[config.mk]
export PLATFORM = sky130hd
export DESIGN_NAME = id_ex_stage
export DESIGN_NICKNAME = d
export VERILOG_FILES = /design/src/rtl/id_ex_stage.sv
export SDC_FILE = /design/constraint.sdc
export NUM_CORES = 1
export LEC_CHECK = 0
export BUFFER_PORTS_ARGS = -buffer_cell sky130_fd_sc_hd__buf_2
export CORE_MARGIN = 1.5
export CORE_UTILIZATION = 44
export DETAILED_ROUTE_END_ITERATION = 8
export MAX_ROUTING_LAYER = met4
export PLACE_DENSITY = 0.81
export SLEW_MARGIN = 30
export SYNTH_ARGS = -nofsm -noshare
export SYNTH_HDL_FRONTEND = slang
export SYNTH_SLANG_ARGS = --single-unit
export TNS_END_PERCENT = 5
[constraint.sdc]
create_clock -name clk -period 2.3 [get_ports clk]
set_input_delay 0.115 -clock clk [delete_from_list [all_inputs] [get_ports clk]]
set_output_delay 0.115 -clock clk [all_outputs]
set_load 0.02 [all_outputs]
[src/rtl/id_ex_stage.sv]
`default_nettype none
// ============================================================================
// Module   : id_ex_stage
// Brief    : Decode/ALU pipeline register with EX/MEM + MEM/WB operand
//            forwarding, load-use bubble insertion and branch flush.
// Revision : 1.0
// ============================================================================
module id_ex_stage #(
    parameter int XLEN = 32,
    parameter int RA_W = 5
) (
    input  logic            clk,
    input  logic            rst_n,

    input  logic            in_valid,
    output logic            in_ready,
    input  logic [XLEN-1:0] in_pc,
    input  logic [RA_W-1:0] in_rs1_addr,
    input  logic [RA_W-1:0] in_rs2_addr,
    input  logic [RA_W-1:0] in_rd_addr,
    input  logic [XLEN-1:0] in_rs1_data,
    input  logic [XLEN-1:0] in_rs2_data,
    input  logic [XLEN-1:0] in_imm,
    input  logic            in_use_imm,
    input  logic [3:0]      in_alu_ctrl,
    input  logic            in_add_sub_sel,
    input  logic            in_reg_write,
    input  logic            in_mem_read,
    input  logic            in_mem_write,

    input  logic            flush,

    input  logic            mem_fwd_we,
    input  logic [RA_W-1:0] mem_fwd_rd,
    input  logic [XLEN-1:0] mem_fwd_data,
    input  logic            wb_fwd_we,
    input  logic [RA_W-1:0] wb_fwd_rd,
    input  logic [XLEN-1:0] wb_fwd_data,

    output logic            out_valid,
    input  logic            out_ready,
    output logic [XLEN-1:0] alu_src1,
    output logic [XLEN-1:0] alu_src2,
    output logic [XLEN-1:0] out_store_data,
    output logic [3:0]      out_alu_ctrl,
    output logic            out_add_sub_sel,
    output logic [RA_W-1:0] out_rd_addr,
    output logic            out_reg_write,
    output logic            out_mem_read,
    output logic            out_mem_write,
    output logic [XLEN-1:0] out_pc,
    output logic            load_use_stall
);

    localparam logic [RA_W-1:0] c_zero_reg = '0;

    logic            r_valid;
    logic [XLEN-1:0] r_pc;
    logic [RA_W-1:0] r_rs1_addr;
    logic [RA_W-1:0] r_rs2_addr;
    logic [RA_W-1:0] r_rd_addr;
    logic [XLEN-1:0] r_rs1_data;
    logic [XLEN-1:0] r_rs2_data;
    logic [XLEN-1:0] r_imm;
    logic            r_use_imm;
    logic [3:0]      r_alu_ctrl;
    logic            r_add_sub_sel;
    logic            r_reg_write;
    logic            r_mem_read;
    logic            r_mem_write;

    logic [XLEN-1:0] w_rs1_fwd;
    logic [XLEN-1:0] w_rs2_fwd;
    logic [XLEN-1:0] w_rs1_capture;
    logic [XLEN-1:0] w_rs2_capture;
    logic            w_load_use;
    logic            w_accept;
    logic            w_hold;

    // x0 reads as zero; the younger EX/MEM result wins over MEM/WB.
    function automatic logic [XLEN-1:0] fwd_sel(
        input logic [RA_W-1:0] addr,
        input logic [XLEN-1:0] base,
        input logic            m_we,
        input logic [RA_W-1:0] m_rd,
        input logic [XLEN-1:0] m_data,
        input logic            w_we,
        input logic [RA_W-1:0] w_rd,
        input logic [XLEN-1:0] w_data
    );
        logic [XLEN-1:0] res;
        if (addr == c_zero_reg)
            res = '0;
        else if (m_we && (m_rd == addr))
            res = m_data;
        else if (w_we && (w_rd == addr))
            res = w_data;
        else
            res = base;
        return res;
    endfunction

    // At capture only MEM/WB can be bypassed: it covers a regfile write
    // landing in the same cycle as the regfile read.
    function automatic logic [XLEN-1:0] wb_bypass(
        input logic [RA_W-1:0] addr,
        input logic [XLEN-1:0] base,
        input logic            w_we,
        input logic [RA_W-1:0] w_rd,
        input logic [XLEN-1:0] w_data
    );
        logic [XLEN-1:0] res;
        if ((addr != c_zero_reg) && w_we && (w_rd == addr))
            res = w_data;
        else
            res = base;
        return res;
    endfunction

    always_comb begin
        w_rs1_fwd = fwd_sel(r_rs1_addr, r_rs1_data, mem_fwd_we, mem_fwd_rd,
                            mem_fwd_data, wb_fwd_we, wb_fwd_rd, wb_fwd_data);
        w_rs2_fwd = fwd_sel(r_rs2_addr, r_rs2_data, mem_fwd_we, mem_fwd_rd,
                            mem_fwd_data, wb_fwd_we, wb_fwd_rd, wb_fwd_data);
        w_rs1_capture = wb_bypass(in_rs1_addr, in_rs1_data, wb_fwd_we,
                                  wb_fwd_rd, wb_fwd_data);
        w_rs2_capture = wb_bypass(in_rs2_addr, in_rs2_data, wb_fwd_we,
                                  wb_fwd_rd, wb_fwd_data);
    end

    // Both sources are compared even for immediate forms (conservative).
    assign w_load_use = r_valid && r_mem_read && (r_rd_addr != c_zero_reg) &&
                        in_valid &&
                        ((in_rs1_addr == r_rd_addr) || (in_rs2_addr == r_rd_addr));

    assign in_ready = rst_n && (!r_valid || out_ready) && !w_load_use;
    assign w_accept = in_valid && in_ready && !flush;
    assign w_hold   = r_valid && !out_ready;

    always_ff @(posedge clk or negedge rst_n) begin
        if (!rst_n)
            r_valid <= 1'b0;
        else if (flush)
            r_valid <= 1'b0;
        else if (w_accept)
            r_valid <= 1'b1;
        else if (r_valid && out_ready)
            r_valid <= 1'b0;
    end

    always_ff @(posedge clk or negedge rst_n) begin
        if (!rst_n) begin
            r_pc          <= '0;
            r_rs1_addr    <= '0;
            r_rs2_addr    <= '0;
            r_rd_addr     <= '0;
            r_rs1_data    <= '0;
            r_rs2_data    <= '0;
            r_imm         <= '0;
            r_use_imm     <= 1'b0;
            r_alu_ctrl    <= '0;
            r_add_sub_sel <= 1'b0;
            r_reg_write   <= 1'b0;
            r_mem_read    <= 1'b0;
            r_mem_write   <= 1'b0;
        end else if (w_accept) begin
            r_pc          <= in_pc;
            r_rs1_addr    <= in_rs1_addr;
            r_rs2_addr    <= in_rs2_addr;
            r_rd_addr     <= in_rd_addr;
            r_rs1_data    <= w_rs1_capture;
            r_rs2_data    <= w_rs2_capture;
            r_imm         <= in_imm;
            r_use_imm     <= in_use_imm;
            r_alu_ctrl    <= in_alu_ctrl;
            r_add_sub_sel <= in_add_sub_sel;
            r_reg_write   <= in_reg_write;
            r_mem_read    <= in_mem_read;
            r_mem_write   <= in_mem_write;
        end else if (w_hold) begin
            // Re-latch forwarded operands so they outlive the producer.
            r_rs1_data <= w_rs1_fwd;
            r_rs2_data <= w_rs2_fwd;
        end
    end

    assign out_valid       = r_valid;
    assign alu_src1        = w_rs1_fwd;
    assign alu_src2        = r_use_imm ? r_imm : w_rs2_fwd;
    assign out_store_data  = w_rs2_fwd;
    assign out_alu_ctrl    = r_alu_ctrl;
    assign out_add_sub_sel = r_add_sub_sel;
    assign out_rd_addr     = r_rd_addr;
    assign out_reg_write   = r_reg_write && r_valid;
    assign out_mem_read    = r_mem_read && r_valid;
    assign out_mem_write   = r_mem_write && r_valid;
    assign out_pc          = r_pc;
    assign load_use_stall  = w_load_use;

endmodule
`default_nettype wire

* Word level (Yosys, flattened, before mapping)
Index checks and enable logic that the tools add are counted.
** Word-level totals
- Logic and storage cells :: 71
- Register bits :: 153
- Input port bits :: 233
** Cells by class
- Reduce and logical (&&, ||, !) cells :: 33
- Mux-type cells :: 16
- Equality and inequality tests :: 8
** Operator list (number)
- 2-to-1 mux 32 bit :: 13
- equality test 5 bit :: 8
- logical AND 1 bit :: 20
- nonzero test 5 bit :: 3
- logical NOT 5 bit :: 2
- logical NOT 1 bit :: 4
- 2-to-1 mux 1 bit :: 3
- nonzero test 3 bit :: 1
- logical OR 1 bit :: 2
- nonzero test 2 bit :: 1

* Logic depth before layout (Yosys ltp)
Gate-level depths: netlist of the first run.
- Depth in word-level cells :: 10
- Depth in mapped cells :: 9
- Depth with buffers taken out :: 6

* Least setup slack after synthesis of the first run
OpenSTA, ideal clock, no wires.
- Kind :: register to register
- Start point :: register r_rd_addr[1], in the netlist out_rd_addr[1]
- End point :: register r_rs1_data[0]
- Buffers on the path :: 3
- Arrival time :: 2199 ps
- Library setup time :: 126 ps
- Data required time :: 2174 ps
- Setup slack :: -25 ps
- Cell stages (with the launch flop) :: 9
- Period minus slack after synthesis :: 2325 ps
- Cell sequence :: dfrtp_1 > or4_1 > o211a_1 > a21o_1 > buf_6 > nor2b_4 > buf_6 > buf_6 > a221o_1
** On the way
- Cells in the longest elaborated chain, start to end :: 9
- Elaborated cells between the ends (all ways) :: 13
- Those cells by class :: eq/ne: 2; mux: 1; reduce/logical: 10
** RTL lines
- start, declared :: RTL line 61 : logic [RA_W-1:0] r_rd_addr;
- start signal, assigned :: RTL line 170 : r_rd_addr <= in_rd_addr;
- nonzero test 5 bit :: RTL line 132 : assign w_load_use = r_valid && r_mem_read && (r_rd_addr != c_zero_reg) &&
- logical AND 1 bit (2 in series) :: RTL line 132
- logical AND 1 bit * :: RTL line 133 : in_valid &&
- logical NOT 1 bit * :: RTL line 136 : assign in_ready = rst_n && (!r_valid || out_ready) && !w_load_use;
- logical AND 1 bit * :: RTL line 136
- logical AND 1 bit * (2 in series) :: RTL line 137 : assign w_accept = in_valid && in_ready && !flush;
- 2-to-1 mux 32 bit / nonzero test 2 bit (equally long branches)
- end signal, assigned :: RTL line 171 : r_rs1_data <= w_rs1_capture;
- end signal, assigned :: RTL line 182 : r_rs1_data <= w_rs1_fwd;
- end, declared :: RTL line 62 : logic [XLEN-1:0] r_rs1_data;
Mark *: on every way between the ends. The rest lies on a longest branch, timed or not.
A chain may end at the register's enable or synchronous reset.

* Worst setup path in the final report of the first run
- Start point :: register r_rs2_addr[0]
- End point :: output port alu_src2[23]
** On the way
- Cells in the longest elaborated chain, start to end :: 6
- Elaborated cells between the ends (all ways) :: 9
- Those cells by class :: eq/ne: 2; mux: 4; reduce/logical: 3
** RTL lines
- start, declared :: RTL line 60 : logic [RA_W-1:0] r_rs2_addr;
- start signal, assigned :: RTL line 169 : r_rs2_addr <= in_rs2_addr;
- equality test 5 bit :: RTL line 96 : else if (w_we && (w_rd == addr))
- logical AND 1 bit :: RTL line 96
- 2-to-1 mux 32 bit :: RTL line 96
- 2-to-1 mux 32 bit :: RTL line 94 : else if (m_we && (m_rd == addr))
- 2-to-1 mux 32 bit * :: RTL line 92 : if (addr == c_zero_reg)
- 2-to-1 mux 32 bit * :: RTL line 189 : assign alu_src2 = r_use_imm ? r_imm : w_rs2_fwd;
- end, declared :: RTL line 43 : output logic [XLEN-1:0] alu_src2,
Marked as above.

==> impl_metrics.json, run 1 <==
{
  "final_common_cell": "buf_2",
  "io_pins": 377,
  "drtIter0Drc": 955,
  "ant_nets": 0,
  "drv_slew": 0,
  "grt_pass1_vias": 10300,
  "clk_latency_ps": 420,
  "fmax_ghz": 0.376,
  "grt_pass1_wl_um": 55900,
  "worst_slack_ps": -357,
  "h-tree-depth": 4,
  "violations": "negative setup slack",
  "worstSetupStartpointType": "flop",
  "clock_skew_ps": 11.8,
  "fin_cells": 1620,
  "cts_tree": "done",
  "hp-class": "input port to flop",
  "final_hold_viol_count": 0,
  "vdd_ir_drop_max_v": 0.000528,
  "route.detailed.drc": 0,
  "min_period_ps": 2660,
  "power_density_nw_per_um2": 846,
  "port_buffers": 376,
  "layout-drive-gt1-share_pct": 51.6,
  "period_share_pct": 116,
  "critPathKind": "flop to primary output",
  "cts_buffers": 17,
  "clock-root-buffer": "clkbuf_16",
  "layout.nets": 1570,
  "netlist_area_um2": 8870,
  "drt_pass1_iterations": 6,
  "rsz0062_at_grt": "yes",
  "areaGrowthSynthToFinish_pct": 59.6,
  "coreArea_um2": 19600,
  "clk_pin_slew_ps": 70,
  "final_cell_mix": "296 x buf_2, 149 x dfrtp_1, 122 x nand2_1",
  "tns_ps": -17260,
  "initial_core_util_pct": 45.3,
  "synth_nets": 1116,
  "post-dp-hpwl_um": 21700,
  "setup_viol": 98,
  "avgRoutedWirePerCell_um": 23.4,
  "antenna_found_initial": 5,
  "numClockSinks": 153,
  "ys_top_cells_by_area": "dfrtp_1 43%, mux2_2 15%, a221o_1 7.2%",
  "ys_seq_area_share_pct": 43.2,
  "synth_edf_count": 0,
  "die_y_um": 145,
  "postRouteWirelength_um": 37900,
  "postSynthAreaPerCell_um2": 10.0,
  "synth_ff_type": "dfrtp_1",
  "dp.cells": 1488,
  "tightest_slew_ps": 854,
  "synth_cell_types": 33,
  "p_leak_uw": 0.00624,
  "grt_max_degree": 155,
  "crit_fanout": 7,
  "std_cell_rows": 51,
  "clockBufferDepth": 2,
  "run_status": "complete, but fails checks",
  "timing.slew.headroom_pct": 43.1,
  "grtUsageTotal_pct": 34.9,
  "crit_arrival_ps": 2540,
  "max_cap_violations": 0,
  "die_x_um": 145,
  "end_kind": "primary output",
  "gp_congestion": 0.886,
  "synth-seq-cells": 153,
  "yosysTopAreaCell": "dfrtp_1",
  "grt-ovfl-total": 0,
  "yosys_warnings": 0,
  "vias_per_cell": 6.09,
  "async_flop_share_pct": 100,
  "cp.required_ps": 2180,
  "via_count": 9861,
  "die_area_um2": 21000,
  "synthCells": 883,
  "netlist.area_leader.share_pct": 43.2
}
-- cell type report --
type	instances	area, um2
Clock inverter	13	145
Tap cell	265	332
Multi-Input combinational cell	655	5650
Clock buffer	19	433
Antenna cell	5	12.5
Sequential cell	153	3830
Fill cell	1267	5440
Timing Repair Buffer	510	3740
-- stage by stage --
stage	utilization [%]	worst slack [ps]	hold slack (ps)	power (uW)	instance area [um2]
finish	72.2	-357	21.9	12000	14200
global route	72.2	-469	12.3	12400	14200
CTS	69.4	-316	2.55	11300	13600
detailed placement	57.5	17.3	284	7750	11300
global placement	57.5	35.9	282	7640	11300
floorplan	-	6.00	-181	6160	8870
-- registers in the layout, summed over array words and instances, names as in the netlist --
| name | count |
|---|---|
| out_alu_ctrl | 4 |
| out_add_sub_sel | 1 |
| out_pc | 32 |
| r_use_imm | 1 |
| r_rs2_addr | 5 |
| r_rs1_data | 32 |
| r_rs1_addr | 5 |
| out_rd_addr | 5 |
| r_mem_write | 1 |
| r_mem_read | 1 |
| r_imm | 32 |
| out_valid | 1 |
| r_reg_write | 1 |
| r_rs2_data | 32 |
-- cells by family after synthesis --
family                 synth area share, %
multiplexers                          22.5
XOR/XNOR                              3.75
buffers and inverters                 3.99
AND/OR/NAND/NOR                       10.5
AO/OA/AOI/OAI                         16.2
flip-flops                            43.2
-- final timing paths --
check,start,endpoint,slack [ps],cells past startpoint
max,r_rs2_addr[0],alu_src2[23],-360,10
min in group asynchronous,rst_n,out_add_sub_sel,440,3
max reg2reg,r_rs1_addr[4],r_rs1_data[23],-10,7
min reg2reg,out_add_sub_sel,out_add_sub_sel,500,1
max in group asynchronous,rst_n,r_rs2_data[13],1240,3
min,in_rs1_addr[2],r_rs1_addr[2],20,2
-- where the power goes --
| part | internal, uW | switching [uW] | leakage (uW) |
|---|---|---|---|
| clock | 1620 | 1240 | 0.000275 |
| combinational | 2560 | 2840 | 0.00411 |
| sequential | 3290 | 444 | 0.00186 |
-- critical path, cell delays in order, from the launching register on --
cell and delay, ps:
dfrtp_1 400, xor2_1 160, nor4_2 290, nand3_2 100, buf_6 160, buf_12 150
buf_16 150, o21ai_2 180, a31oi_4 70, mux2_2 300, buf_4 160
-- Yosys cell counts, types with 2 or more instances --
master and instances:
nor4_1 3, o41ai_1 2, nand3_1 7, o21ai_0 64, mux2i_1 64, nor3_1 2, clkbuf_1 56, nor2_1 70
a221o_1 64, a21oi_1 2, xor2_1 12, nand2_1 138, and2_1 4, mux2_2 120, a31oi_1 64, buf_2 10
buf_6 8, dfrtp_1 153, xnor2_1 26
-- routing by layer --
metal | vias to the layer above | GRT usage (%) | part of all wire, %
li1 | 4141 | - | -
met5 | - | - | 0
met1 | 4776 | 41.3 | 37
met4 | 0 | 17.3 | 5.0
met3 | 170 | 7.58 | 8.6
met2 | 774 | 56.2 | 49
-- repair_timing --
| item | 4_1_cts | 5_1_grt |
|---|---|---|
| hold buffers | 82 | 0 |
| cloned | 5 | 0 |
| setup buffers | 8 | 0 |
| hold endpoints to repair | 233 | 0 |
| endpoints found under the setup margin | 96 | 216 |
| pin swaps | 35 | 18 |
| resized for setup | 187 | 137 |
Power figures use the tool's default switching activity.
==> run 2, diff against run 1 <==
--- a/config.mk
+++ b/config.mk
@@ -6,9 +6,11 @@
 export NUM_CORES = 1
 export LEC_CHECK = 0
 export BUFFER_PORTS_ARGS = -buffer_cell sky130_fd_sc_hd__buf_2
+export CORE_ASPECT_RATIO = 0.75
 export CORE_MARGIN = 1.5
 export CORE_UTILIZATION = 44
 export DETAILED_ROUTE_END_ITERATION = 8
+export GPL_TIMING_DRIVEN = 1
 export MAX_ROUTING_LAYER = met4
 export PLACE_DENSITY = 0.81
 export SLEW_MARGIN = 30
==> impl_metrics.json, run 2 (same netlist as run 1, synthesis figures left out) <==
{
  "r2r_start": "r_rs2_addr[0]",
  "vias_per_cell": 6.02,
  "drv_slew": 0,
  "areaGrowthSynthToFinish_pct": 59.0,
  "crit_fanout": 11,
  "io_pins": 377,
  "final_hold_viol_count": 0,
  "period_share_pct": 115,
  "die_y_um": 126,
  "route.detailed.drc": 0,
  "worst_slack_ps": -353,
  "via_count": 9683,
  "die_area_um2": 21000,
  "hp-class": "input port to flop",
  "drtIter0Drc": 896,
  "port_buffers": 376,
  "clock-root-buffer": "clkbuf_16",
  "min_period_ps": 2650,
  "grt_pass1_wl_um": 55500,
  "run_status": "complete, but fails checks",
  "coreArea_um2": 19500,
  "tightest_slew_ps": 889,
  "crit_family": "buffers and inverters",
  "power_density_nw_per_um2": 852,
  "rsz0062_at_grt": "yes",
  "grt-ovfl-total": 0,
  "grt_max_degree": 155,
  "die_x_um": 167,
  "clk_pin_slew_ps": 60,
  "postRouteWirelength_um": 36700,
  "fin_cells": 1609,
  "worstReg2RegEnd": "r_rs2_data[26]",
  "fmax_ghz": 0.377,
  "violations": "negative setup slack",
  "initial_core_util_pct": 45.4,
  "gp_congestion": 0.964,
  "crit_slowest_cell": "dfrtp_1",
  "post-dp-hpwl_um": 22400,
  "avgRoutedWirePerCell_um": 22.8,
  "r2r_cells": 10,
  "ant_nets": 0,
  "dpl_worst_slack_ps": -35.7,
  "layout-drive-gt1-share_pct": 51.5,
  "crit_buf_inv": 4,
  "place_area_um2": 11200,
  "grtUsageTotal_pct": 35.1,
  "worstSetupStartpointType": "flop",
  "clock_skew_ps": 10.5,
  "vdd_ir_drop_max_v": 0.000474,
  "layout.nets": 1575,
  "critPathKind": "flop to primary output",
  "final_cell_mix": "297 x buf_2, 150 x dfrtp_1, 132 x nand2_1",
  "crit_chain": "xnor2_1 > nand4_1 > buf_4 > nor2_4 > buf_12 > buf_12 > nand2_1 > a31oi_4 > mux2_2 > buf_2",
  "holdCritStartpoint": "in_rs2_addr[4]",
  "numClockSinks": 153,
  "clockBufferDepth": 2,
  "cp.required_ps": 2180,
  "holdPathStages": 2,
  "rrSetupSlack_ps": 0,
  "p_leak_uw": 0.00625,
  "cts_buffers": 17,
  "max_cap_violations": 0,
  "std_cell_rows": 44,
  "final_common_cell": "buf_2",
  "final_area_um2": 14100,
  "drt_pass1_iterations": 5,
  "min_to": "r_rs2_addr[4]",
  "setup_viol": 97,
  "grt_pass1_vias": 10000,
  "dp.cells": 1477,
  "timing.slew.headroom_pct": 40.8,
  "antenna_found_initial": 2,
  "max_stage_delay_ps": 430,
  "h-tree-depth": 4,
  "crit_arrival_ps": 2540,
  "cts_tree": "done",
  "cpMostUsedCell": "buf_12",
  "clk_latency_ps": 430,
  "end_kind": "primary output"
}
-- run 2: cell types whose count changed in the layout (fill, tap and decap cells not counted), moves of 4 or more --
cell     previous run  this run
o21ai_4             0         9
mux2_2            108       119
a31oi_2            25        30
o21ai_0            24        18
a31oi_4            37        28
buf_4              75        88
nand2_1           122       132
buf_6              35        26
a31oi_1             2         6
mux2_4             12         1
nand2_2            16         6
-- run 2: routing by layer --
layer	track usage [%]	part of all wire (%)	up-vias
met5	-	0	-
met4	13.4	3.3	0
met1	42.6	39	4725
met2	58.5	49	669
met3	6.19	8.6	126
li1	-	-	4163
-- run 2: power by group --
group          switching (uW)  internal [uW]
Sequential                439           3280
Clock                    1250           1860
Combinational            2740           2450
-- run 2: how the worst max path moves through the flow --
stage              startpoint             to  slack, ps  depth (start not counted)
5_1_grt         r_rs2_addr[4]   alu_src2[20]       -430                         10
3_5_place_dp    r_rs2_addr[3]   alu_src2[31]        -40                          8
4_1_cts         r_rs2_addr[0]   alu_src2[22]       -260                          8
3_3_place_gp    r_rs1_addr[4]    alu_src1[2]         80                          8
2_1_floorplan  out_rd_addr[1]  r_rs1_data[0]          6                          8
6_report        r_rs2_addr[3]   alu_src2[20]       -350                         10
-- run 2: final cells by class --
type	instances	area, um2
Tap cell	253	317
Clock buffer	18	439
Timing Repair Buffer	515	3730
Multi-Input combinational cell	655	5590
Clock inverter	13	190
Fill cell	1328	5440
Antenna cell	2	5.00
Sequential cell	153	3830
-- run 2: metrics by stage --
stage | hold WS, ps | TNS [ps] | power (uW) | utilization (%)
after floorplan | -181 | 0 | 6160 | -
after global placement | 287 | 0 | 7600 | 57.5
after detailed placement | 296 | -35.7 | 7720 | 57.5
after CTS | 0.429 | -14600 | 11700 | 70.4
after global routing | 3.72 | -27850 | 12500 | 72.2
final | 8.97 | -18820 | 12000 | 72.2
-- run 2: repair_timing --
action | in CTS | in global routing
gates resized for setup | 239 | 60
pin swaps | 27 | 32
setup endpoints to repair | 96 | 236
hold endpoints to repair | 234 | 0
buffers inserted | 7 | 5
hold buffers | 83 | 0
cloned | 2 | 2
